[src/rtl/adc_link_pkg.sv]
// Shared definitions for both ends of the 3-wire serial ADC link.
// Frame geometry, FSM state encoding and chip-select active level.
package adc_link_pkg;

  localparam int ADC_IN_W        = 10;
  localparam int ADC_DATA_W      = 8;
  localparam int ADC_LEAD_CYCLES = 1;
  localparam int ADC_SYNC_STAGES = 2;

  localparam logic ADC_CS_ACTIVE = 1'b0;

  typedef enum logic [1:0] {
    ST_IDLE  = 2'd0,
    ST_LEAD  = 2'd1,
    ST_SHIFT = 2'd2,
    ST_DONE  = 2'd3
  } adc_state_e;

  // ADC_clk falling edges the master issues per frame.
  function automatic int adc_frame_falls(int lead, int dw);
    return lead + dw + 1;
  endfunction

endpackage

[src/rtl/adc_edge_sync.sv]
// Synchroniser for one asynchronous pin plus a history flop.
// Ports: clk, reset (sync, active-low), d (async pin),
// level (synchronised value), toggle (1-clk pulse on any edge).
module adc_edge_sync #(
  parameter int   STAGES  = 2,
  parameter logic RST_VAL = 1'b0
) (
  input  logic clk,
  input  logic reset,
  input  logic d,
  output logic level,
  output logic toggle
);

  logic [STAGES-1:0] sync_q;
  logic              hist_q;

  always_ff @(posedge clk) begin
    if (!reset) begin
      sync_q <= {STAGES{RST_VAL}};
      hist_q <= RST_VAL;
    end else begin
      sync_q[0] <= d;
      for (int i = 1; i < STAGES; i++)
        sync_q[i] <= sync_q[i-1];
      hist_q <= sync_q[STAGES-1];
    end
  end

  // Rise is toggle & level, fall is toggle & ~level.
  assign level  = sync_q[STAGES-1];
  assign toggle = level ^ hist_q;

endmodule

[src/rtl/adc_serial_responder.sv]
// Slave end of the serial ADC link: latches sample_in at CS assert
// and shifts the top DATA_W bits out MSB-first on ADC_clk falls.
// Ports: clk, reset (sync, active-low), ADC_clk, CS, sample_in,
// DATA_Out, busy, frame_done, frame_error.
module adc_serial_responder
  import adc_link_pkg::*;
#(
  parameter int IN_W        = ADC_IN_W,
  parameter int DATA_W      = ADC_DATA_W,
  parameter int LEAD_CYCLES = ADC_LEAD_CYCLES,
  parameter int SYNC_STAGES = ADC_SYNC_STAGES
) (
  input  logic            clk,
  input  logic            reset,
  input  logic            ADC_clk,
  input  logic            CS,
  input  logic [IN_W-1:0] sample_in,
  output logic            DATA_Out,
  output logic            busy,
  output logic            frame_done,
  output logic            frame_error
);

  localparam int CNT_W = (LEAD_CYCLES > 1) ?
                         $clog2(LEAD_CYCLES + 1) : 1;
  localparam int BIT_W = (DATA_W > 1) ? $clog2(DATA_W) : 1;

  logic clk_lvl, clk_tgl;
  logic cs_lvl, cs_tgl;

  adc_edge_sync #(
    .STAGES  (SYNC_STAGES),
    .RST_VAL (1'b0)
  ) u_clk_sync (
    .clk    (clk),
    .reset  (reset),
    .d      (ADC_clk),
    .level  (clk_lvl),
    .toggle (clk_tgl)
  );

  adc_edge_sync #(
    .STAGES  (SYNC_STAGES),
    .RST_VAL (~ADC_CS_ACTIVE)
  ) u_cs_sync (
    .clk    (clk),
    .reset  (reset),
    .d      (CS),
    .level  (cs_lvl),
    .toggle (cs_tgl)
  );

  logic clk_fall, cs_on, cs_off;
  assign clk_fall = clk_tgl & ~clk_lvl;
  assign cs_on    = cs_tgl & (cs_lvl == ADC_CS_ACTIVE);
  assign cs_off   = cs_tgl & (cs_lvl != ADC_CS_ACTIVE);

  logic [DATA_W-1:0] latch;
  assign latch = sample_in[IN_W-1 -: DATA_W];

  adc_state_e        state_q;
  logic [DATA_W-1:0] sreg_q;
  logic [CNT_W-1:0]  cnt_q;
  logic [BIT_W-1:0]  bit_q;
  logic              data_q;
  logic              busy_q;
  logic              done_q;
  logic              err_q;

  // CS deassert is tested before the clock fall in every
  // active state, so it wins when both land on one cycle.
  always_ff @(posedge clk) begin
    if (!reset) begin
      state_q <= ST_IDLE;
      sreg_q  <= '0;
      cnt_q   <= '0;
      bit_q   <= '0;
      data_q  <= 1'b0;
      busy_q  <= 1'b0;
      done_q  <= 1'b0;
      err_q   <= 1'b0;
    end else begin
      done_q <= 1'b0;
      err_q  <= 1'b0;
      unique case (state_q)
        ST_IDLE: begin
          data_q <= 1'b0;
          if (cs_on) begin
            busy_q <= 1'b1;
            cnt_q  <= '0;
            if (LEAD_CYCLES == 0) begin
              data_q  <= latch[DATA_W-1];
              sreg_q  <= latch << 1;
              bit_q   <= BIT_W'(DATA_W - 1);
              state_q <= ST_SHIFT;
            end else begin
              sreg_q  <= latch;
              state_q <= ST_LEAD;
            end
          end
        end
        ST_LEAD: begin
          if (cs_off) begin
            err_q   <= 1'b1;
            data_q  <= 1'b0;
            busy_q  <= 1'b0;
            state_q <= ST_IDLE;
          end else if (clk_fall) begin
            cnt_q <= cnt_q + CNT_W'(1);
            if (cnt_q == CNT_W'(LEAD_CYCLES - 1)) begin
              data_q  <= sreg_q[DATA_W-1];
              sreg_q  <= sreg_q << 1;
              bit_q   <= BIT_W'(DATA_W - 1);
              state_q <= ST_SHIFT;
            end
          end
        end
        ST_SHIFT: begin
          if (cs_off) begin
            err_q   <= 1'b1;
            data_q  <= 1'b0;
            busy_q  <= 1'b0;
            state_q <= ST_IDLE;
          end else if (clk_fall) begin
            if (bit_q == '0) begin
              data_q  <= 1'b0;
              done_q  <= 1'b1;
              state_q <= ST_DONE;
            end else begin
              data_q <= sreg_q[DATA_W-1];
              sreg_q <= sreg_q << 1;
              bit_q  <= bit_q - BIT_W'(1);
            end
          end
        end
        ST_DONE: begin
          data_q <= 1'b0;
          if (cs_off) begin
            busy_q  <= 1'b0;
            state_q <= ST_IDLE;
          end
        end
        default: begin
          data_q  <= 1'b0;
          busy_q  <= 1'b0;
          state_q <= ST_IDLE;
        end
      endcase
    end
  end

  assign DATA_Out    = data_q;
  assign busy        = busy_q;
  assign frame_done  = done_q;
  assign frame_error = err_q;

endmodule

[config.mk]
export PLATFORM = sky130hd
export DESIGN_NAME = adc_serial_responder
export DESIGN_NICKNAME = d
export VERILOG_FILES = /design/src/rtl/adc_link_pkg.sv /design/src/rtl/adc_edge_sync.sv /design/src/rtl/adc_serial_responder.sv
export SDC_FILE = /design/constraint.sdc
export NUM_CORES = 1
export LEC_CHECK = 0
export ABC_AREA = 1
export ABC_CLOCK_PERIOD_IN_PS = 4600
export CORE_MARGIN = 1
export CORE_UTILIZATION = 30
export CTS_CLUSTER_DIAMETER = 100
export DETAILED_ROUTE_END_ITERATION = 10
export SLEW_MARGIN = 25
export SYNTH_ARGS = -nofsm -noshare
export SYNTH_HDL_FRONTEND = slang
export SYNTH_SLANG_ARGS = --single-unit
[constraint.sdc]
create_clock -name clk -period 4.6 [get_ports clk]
set_input_delay 0.69 -clock clk [delete_from_list [all_inputs] [get_ports clk]]
set_output_delay 0.69 -clock clk [all_outputs]
set_load 0.01 [all_outputs]
==> flow_results.xml, run 1 <==
<?xml version="1.0" encoding="UTF-8"?>
<metrics>
  <group name="power_and_ir_drop">
    <metric name="peakVddDrop" unit="V">0.000228</metric>
    <metric name="power_per_unit_of_standard_cell_area" unit="mW/mm2">669</metric>
    <metric name="cellLeakagePower" unit="nW">0.662</metric>
  </group>
  <group name="global_route">
    <metric name="grt_pass1_wl" unit="um">4350</metric>
    <metric name="first_global_vias" unit="">983</metric>
    <metric name="grt.overflow.total" unit="">0</metric>
    <metric name="grt_usage" unit="">0.126</metric>
    <metric name="number_of_antenna_violations_at_the_first_check_in_global_routing" unit="">0</metric>
    <metric name="grt_start_max_net_pins" unit="">21</metric>
  </group>
  <group name="worst_setup_path">
    <metric name="worst-r2r-cell-count" unit="">8</metric>
    <metric name="kind_of_cell_adding_the_most_delay_to_the_critical_path" unit="">buffers and inverters</metric>
    <metric name="cp_data_required_time" unit="ns">3.91</metric>
    <metric name="timing.critical_path.arrival" unit="ns">1.16</metric>
    <metric name="timing.critical_path.slowest_cell_delay" unit="ns">0.55</metric>
    <metric name="crit_chain" unit="">clkdlybuf4s50_1</metric>
    <metric name="peak_fanout_along_the_critical_path" unit="">2</metric>
    <metric name="end_kind" unit="">output port</metric>
    <metric name="setup.worst_path.start_class" unit="">register</metric>
    <metric name="critPathSlowestCell" unit="">clkdlybuf4s50_1</metric>
    <metric name="timing_worst_setup_path_type" unit="">register to output port</metric>
    <metric name="crit_buf_inv" unit="">1</metric>
    <metric name="total_stage_count_of_the_critical_path" unit="">1</metric>
  </group>
  <group name="worst_hold_path">
    <metric name="hold_depth" unit="">2</metric>
    <metric name="hp-class" unit="">register to register</metric>
  </group>
  <group name="synth">
    <metric name="synth.top_cell.area_share" unit="">0.369</metric>
    <metric name="synthesized_area_per_cell" unit="um2">7.39</metric>
    <metric name="mappedNetlistNets" unit="">196</metric>
    <metric name="yosysWarningCount" unit="">0</metric>
    <metric name="yosysSeqAreaShare" unit="">0.369</metric>
    <metric name="yosys_register_bits" unit="">24</metric>
    <metric name="post-synth-top-area-cell" unit="">dfxtp_1</metric>
    <metric name="ys_top_cells_by_area" unit="">dfxtp_1 (37%), nand2_1 (12%), nor2_1 (7.2%)</metric>
    <metric name="netlist_instances" unit="">176</metric>
    <metric name="mappedNetlistArea" unit="mm2">0.00130</metric>
    <metric name="ys_types" unit="">24</metric>
  </group>
  <group name="die">
    <metric name="core-area" unit="mm2">0.00409</metric>
    <metric name="num_rows" unit="">23</metric>
    <metric name="dieArea" unit="mm2">0.00460</metric>
    <metric name="dieWidth" unit="um">67.9</metric>
    <metric name="effective_utilization_at_floorplan" unit="">0.318</metric>
    <metric name="floorplan.die.height" unit="um">67.9</metric>
    <metric name="pin_count" unit="">18</metric>
  </group>
  <group name="detailed_routing">
    <metric name="route.antenna.remaining_nets" unit="">0</metric>
    <metric name="drt-wirelength-per-cell" unit="um">10.1</metric>
    <metric name="drc" unit="">0</metric>
    <metric name="drt-pass1-iter-count" unit="">4</metric>
    <metric name="num_vias" unit="">1072</metric>
    <metric name="finalWirelength" unit="um">2410</metric>
    <metric name="dr.first_iter.drc_count" unit="">67</metric>
    <metric name="post_drt_via_cell_ratio" unit="">4.50</metric>
  </group>
  <group name="timing">
    <metric name="maxSlewViolCount" unit="">0</metric>
    <metric name="finalWorstSetupSlack" unit="ns">2.75</metric>
    <metric name="slew_headroom" unit="">0.632</metric>
    <metric name="min_period_over_period" unit="">0.402</metric>
    <metric name="finClkSkew" unit="ns">0.00204</metric>
    <metric name="worst_slew_pin_slew" unit="ns">0.550</metric>
    <metric name="timing.final.crit_period" unit="ns">1.85</metric>
    <metric name="timing.final.setup_violations" unit="">0</metric>
    <metric name="grt_setup_unrepaired" unit="">false</metric>
    <metric name="timing.fmax" unit="GHz">0.540</metric>
    <metric name="finalHoldViolations" unit="">0</metric>
    <metric name="final.setup.tns" unit="ns">0</metric>
  </group>
  <group name="layout">
    <metric name="final_layout_size_suffix_gt1_frac" unit="">0.133</metric>
    <metric name="layout_overhead_on_the_synthesized_area" unit="%">14.4</metric>
    <metric name="regArea" unit="um2">480</metric>
    <metric name="layout.filler_cells" unit="">444</metric>
    <metric name="final_cell_area" unit="mm2">0.00149</metric>
    <metric name="insertedDiodeCount" unit="">0</metric>
    <metric name="multi_input_area" unit="um2">669</metric>
    <metric name="finish.net_count" unit="">210</metric>
  </group>
  <group name="clocking">
    <metric name="tritoncts.num_buffers" unit="">3</metric>
    <metric name="cts-htree-levels" unit="">1</metric>
    <metric name="cts.reportedPaths.clkPinSlew" unit="ns">0.08</metric>
    <metric name="clock_path_buffers" unit="">2</metric>
    <metric name="cts_setup_buffers" unit="">0</metric>
    <metric name="cts_root_buffer" unit="">clkbuf_8</metric>
    <metric name="clock_sinks" unit="">24</metric>
    <metric name="worst_skew_pair.late_latency" unit="ns">0.27</metric>
    <metric name="post_cts_hold_buffer_count" unit="">0</metric>
    <metric name="post_cts.resized_instances" unit="">0</metric>
    <metric name="cts_tree" unit="">built</metric>
  </group>
  <group name="placed_design">
    <metric name="gp_congestion" unit="">0.795</metric>
    <metric name="hpwlAfterDp" unit="um">1700</metric>
    <metric name="dpl-instance-area" unit="mm2">0.00145</metric>
    <metric name="numPortBuffers" unit="">15</metric>
    <metric name="worst_setup_slack_before_clock_tree_synthesis" unit="ns">2.66</metric>
  </group>
  <group name="outcome">
    <metric name="outcome" unit="">finished clean</metric>
  </group>
  <group name="flow_run">
    <metric name="timing.max_cap.violations" unit="">0</metric>
  </group>
</metrics>
final timing paths:
path	from	end	slack (ns)
min	u_clk_sync.sync_q[0]$_SDFF_PN0_	u_clk_sync.sync_q[1]$_SDFF_PN0_	0.42
max	DATA_Out$_SDFFE_PN0P_	DATA_Out	2.75
max reg2reg	state_q[1]$_SDFFE_PN0P_	sreg_q[4]$_SDFFE_PN0P_	2.81
min reg2reg	u_clk_sync.sync_q[0]$_SDFF_PN0_	u_clk_sync.sync_q[1]$_SDFF_PN0_	0.42
area by class of cell:
type                            count  area share
Multi-Input combinational cell    125       0.450
Timing Repair Buffer               16       0.106
Sequential cell                    24       0.323
Clock buffer                        3      0.0277
Inverter                           20      0.0521
Tap cell                           50      0.0420
flip-flops by register name (all words and copies together) (netlist names):
register / flops
sreg_q: 8
bit_q: 3
state_q: 2
u_clk_sync.sync_q: 2
u_cs_sync.sync_q: 2
DATA_Out: 1
busy: 1
cnt_q: 1
frame_done: 1
frame_error: 1
u_clk_sync.hist_q: 1
u_cs_sync.hist_q: 1
report_power, final:
part / switching, mW / total [mW] / leakage, nW / internal (mW)
registers: 0.0404 / 0.308 / 0.197 / 0.268
logic: 0.345 / 0.564 / 0.444 / 0.219
clock network: 0.0648 / 0.123 / 0.0216 / 0.0586
total: 0.451 / 0.996 / 0.662 / 0.545
synthesized netlist by cell type:
library cell and n:
nor4_1 1, buf_6 1, o21ai_4 1, or2_2 3
nand3_2 2, ha_1 6, nor2_1 25, buf_4 1
inv_4 1, and2_4 1, a21boi_0 7, inv_1 18
a21oi_1 6, dfxtp_1 24, a21oi_2 8, inv_2 1
buf_2 3, nor2_2 2, nor3_1 3, nand3_1 12
o21ai_0 4, nand2_1 42, buf_12 2, nand2_2 2
cell usage in the layout, fill, tap and decap left out, types with 2 or more instances in the layout:
master           synthesis  final
a21oi_2                  8      8
o21ai_0                  4      4
nor3_1                   3      3
clkbuf_8                 0      3
nor2_2                   2      2
or2_2                    3      3
nand3_1                 12     12
clkdlybuf4s50_1          0     15
nand3_2                  2      2
inv_1                   18     18
ha_1                     6      6
dfxtp_1                 24     24
nor2_1                  25     25
nand2_2                  2      2
nand2_1                 42     42
a21oi_1                  6      6
a21boi_0                 7      7
through the flow:
step	hold slack [ns]	power, mW	cells	utilization
2_1_floorplan	0.390	0.849	176	-
3_3_place_gp	0.394	0.876	235	0.354
3_5_place_dp	0.399	0.878	235	0.354
4_1_cts	0.423	1.01	238	0.364
5_1_grt	0.458	1.10	238	0.364
6_report	0.418	0.996	238	0.364
metal layers:
metal	global-route usage	part of all wire	vias to the layer above	wire (um)
met5	0	0	-	0
met4	0.0703	0.015	0	36
met3	0.0200	0.023	3	55
met2	0.192	0.43	14	1040
met1	0.168	0.53	479	1280
li1	-	-	576	-
cell families (layout without fill, tap and decap cells):
kind of cell	Yosys count	in the layout	share of synthesized area
fa+ha+maj	6	6	0.0577
flops	24	24	0.369
simple gates	93	93	0.312
compound gates	26	26	0.145
buf+inv	27	39	0.116
(Power assumes the default switching activity.)
==> inputs of run 2 (changes only) <==
Settings changed: ABC_CLOCK_PERIOD_IN_PS 4600 to 1750.
Clock period 4.6 ns to 1.75 ns, I/O delays scaled along.
==> flow_results.xml, run 2 (same netlist as run 1, synthesis figures left out) <==
<?xml version="1.0" encoding="UTF-8"?>
<metrics>
  <group name="placed_design">
    <metric name="numPortBuffers" unit="">15</metric>
    <metric name="dpl-instance-area" unit="mm2">0.00148</metric>
    <metric name="gp_congestion" unit="">0.837</metric>
    <metric name="worst_setup_slack_before_clock_tree_synthesis" unit="ns">0.183</metric>
    <metric name="hpwlAfterDp" unit="um">1770</metric>
  </group>
  <group name="global_route">
    <metric name="first_global_vias" unit="">955</metric>
    <metric name="grt_start_max_net_pins" unit="">17</metric>
    <metric name="number_of_antenna_violations_at_the_first_check_in_global_routing" unit="">0</metric>
    <metric name="grt_usage" unit="">0.119</metric>
    <metric name="grt_pass1_wl" unit="um">4150</metric>
    <metric name="grt.overflow.total" unit="">0</metric>
  </group>
  <group name="layout">
    <metric name="final_common_cell" unit="">nand2_1</metric>
    <metric name="largest_reg_flops" unit="">8</metric>
    <metric name="top_register" unit="">sreg_q</metric>
    <metric name="layout.cells.most_common_list" unit="">nand2_1 (42), nor2_1 (25), dfxtp_1 (24)</metric>
    <metric name="finish.net_count" unit="">213</metric>
    <metric name="insertedDiodeCount" unit="">0</metric>
    <metric name="final_layout_size_suffix_gt1_frac" unit="">0.151</metric>
    <metric name="registers_with_the_highest_flip_flop_counts" unit="">sreg_q (8), bit_q (3)</metric>
    <metric name="final_cell_area" unit="mm2">0.00154</metric>
    <metric name="layout_overhead_on_the_synthesized_area" unit="%">18.2</metric>
  </group>
  <group name="worst_setup_path">
    <metric name="setup.worst_path.start_class" unit="">register</metric>
    <metric name="crit_buf_inv" unit="">2</metric>
    <metric name="critPathSlowestCell" unit="">dfxtp_1</metric>
    <metric name="crit_chain" unit="">inv_1, ha_1, nor2_1, inv_1, nand2_1, nor2_1, nor2_1, nor2_1, nor2_1</metric>
    <metric name="kind_of_cell_adding_the_most_delay_to_the_critical_path" unit="">simple AND/OR/NAND/NOR gates</metric>
    <metric name="cp_data_required_time" unit="ns">1.92</metric>
    <metric name="peak_fanout_along_the_critical_path" unit="">8</metric>
    <metric name="end_kind" unit="">register</metric>
    <metric name="critPathMostFrequentCell" unit="">nor2_1</metric>
    <metric name="timing.critical_path.slowest_cell_delay" unit="ns">0.35</metric>
    <metric name="timing_worst_setup_path_type" unit="">register to register</metric>
    <metric name="timing.critical_path.arrival" unit="ns">1.73</metric>
  </group>
  <group name="timing">
    <metric name="timing.final.crit_period" unit="ns">1.56</metric>
    <metric name="timing.fmax" unit="GHz">0.640</metric>
    <metric name="timing.final.setup_violations" unit="">0</metric>
    <metric name="worst_slew_pin_slew" unit="ns">0.290</metric>
    <metric name="final.setup.tns" unit="ns">0</metric>
    <metric name="finalHoldViolations" unit="">0</metric>
    <metric name="min_period_over_period" unit="">0.893</metric>
    <metric name="hold_ws" unit="ns">0.422</metric>
    <metric name="finClkSkew" unit="ns">0.00356</metric>
    <metric name="finalWorstSetupSlack" unit="ns">0.188</metric>
    <metric name="grt_setup_unrepaired" unit="">false</metric>
    <metric name="slew_headroom" unit="">0.807</metric>
    <metric name="maxSlewViolCount" unit="">0</metric>
  </group>
  <group name="power_and_ir_drop">
    <metric name="peakVddDrop" unit="V">0.000722</metric>
    <metric name="cellLeakagePower" unit="nW">0.689</metric>
    <metric name="total_power" unit="mW">2.77</metric>
    <metric name="power_per_unit_of_standard_cell_area" unit="mW/mm2">1800</metric>
  </group>
  <group name="clocking">
    <metric name="cts_root_buffer" unit="">clkbuf_8</metric>
    <metric name="cts_tree" unit="">built</metric>
    <metric name="worst_skew_pair.late_latency" unit="ns">0.27</metric>
    <metric name="clock_path_buffers" unit="">2</metric>
    <metric name="cts_setup_buffers" unit="">0</metric>
    <metric name="post_cts.resized_instances" unit="">0</metric>
    <metric name="post_cts_hold_buffer_count" unit="">0</metric>
    <metric name="clock_sinks" unit="">24</metric>
    <metric name="cts.reportedPaths.clkPinSlew" unit="ns">0.08</metric>
    <metric name="cts-htree-levels" unit="">1</metric>
    <metric name="tritoncts.num_buffers" unit="">3</metric>
  </group>
  <group name="detailed_routing">
    <metric name="drc" unit="">0</metric>
    <metric name="dr.first_iter.drc_count" unit="">77</metric>
    <metric name="num_vias" unit="">1056</metric>
    <metric name="drt-wirelength-per-cell" unit="um">9.98</metric>
    <metric name="route.antenna.remaining_nets" unit="">0</metric>
    <metric name="finalWirelength" unit="um">2420</metric>
    <metric name="post_drt_via_cell_ratio" unit="">4.36</metric>
    <metric name="drt-pass1-iter-count" unit="">4</metric>
  </group>
  <group name="die">
    <metric name="num_rows" unit="">23</metric>
    <metric name="effective_utilization_at_floorplan" unit="">0.318</metric>
    <metric name="core-area" unit="mm2">0.00409</metric>
    <metric name="dieWidth" unit="um">67.9</metric>
    <metric name="dieArea" unit="mm2">0.00460</metric>
    <metric name="floorplan.die.height" unit="um">67.9</metric>
    <metric name="pin_count" unit="">18</metric>
  </group>
  <group name="outcome">
    <metric name="outcome" unit="">finished clean</metric>
  </group>
  <group name="worst_hold_path">
    <metric name="hp-class" unit="">register to register</metric>
  </group>
  <group name="flow_run">
    <metric name="timing.max_cap.violations" unit="">0</metric>
  </group>
</metrics>
==> run 2: cell count changes in the layout (fill, tap and decap cells not counted) <==
cell / before / now
buf_12: 0 / 1
clkbuf_8: 3 / 4
buf_4: 1 / 3
==> run 2: path summary, 6_finish.rpt <==
kind                                   startpoint                              end  slack (ns)  depth (start not counted)
setup / recovery          state_q[0]$_SDFFE_PN0P_          state_q[0]$_SDFFE_PN0P_        0.19                          9
hold / removal    u_clk_sync.sync_q[0]$_SDFF_PN0_  u_clk_sync.sync_q[1]$_SDFF_PN0_        0.42                          2
setup reg to reg          state_q[0]$_SDFFE_PN0P_          state_q[0]$_SDFFE_PN0P_        0.19                          9
hold reg to reg   u_clk_sync.sync_q[0]$_SDFF_PN0_  u_clk_sync.sync_q[1]$_SDFF_PN0_        0.42                          2
==> run 2: where the power goes <==
group / switching [mW] / total, mW / internal (mW) / leakage, nW
clock: 0.174 / 0.375 / 0.201 / 0.0288
combinational: 0.919 / 1.58 / 0.664 / 0.464
sequential: 0.106 / 0.810 / 0.704 / 0.197
total: 1.20 / 2.77 / 1.57 / 0.689
==> run 2: final cells by class <==
type	count	area, um2
flip-flops and latches	24	480
inverters	20	77.6
multi-input cells	125	669
clock buffers	4	55.1
well taps	50	62.6
fillers	466	2550
repair buffers	19	193
==> run 2: worst register-to-register path, cell delays in order (launching register included) <==
cell and delay (ns):
dfxtp_1 0.35, inv_1 0.09, ha_1 0.32, nor2_1 0.09
inv_1 0.14, nand2_1 0.10, nor2_1 0.17, nor2_1 0.08
nor2_1 0.09, nor2_1 0.05
==> run 2: stage by stage <==
stage / cells / utilization
3_3_place_gp: 238 / 0.363
2_1_floorplan: 176 / -
5_1_grt: 242 / 0.376
4_1_cts: 242 / 0.376
3_5_place_dp: 238 / 0.363
6_report: 242 / 0.376
==> run 2: per-layer routing <==
| layer | track usage | vias up | part of all wire |
|---|---|---|---|
| met1 | 0.159 | 457 | 0.53 |
| met2 | 0.187 | 13 | 0.44 |
| met4 | 0.0313 | 0 | 0.0079 |
| met3 | 0.0350 | 2 | 0.029 |
| li1 | - | 584 | - |
| met5 | 0 | - | 0 |
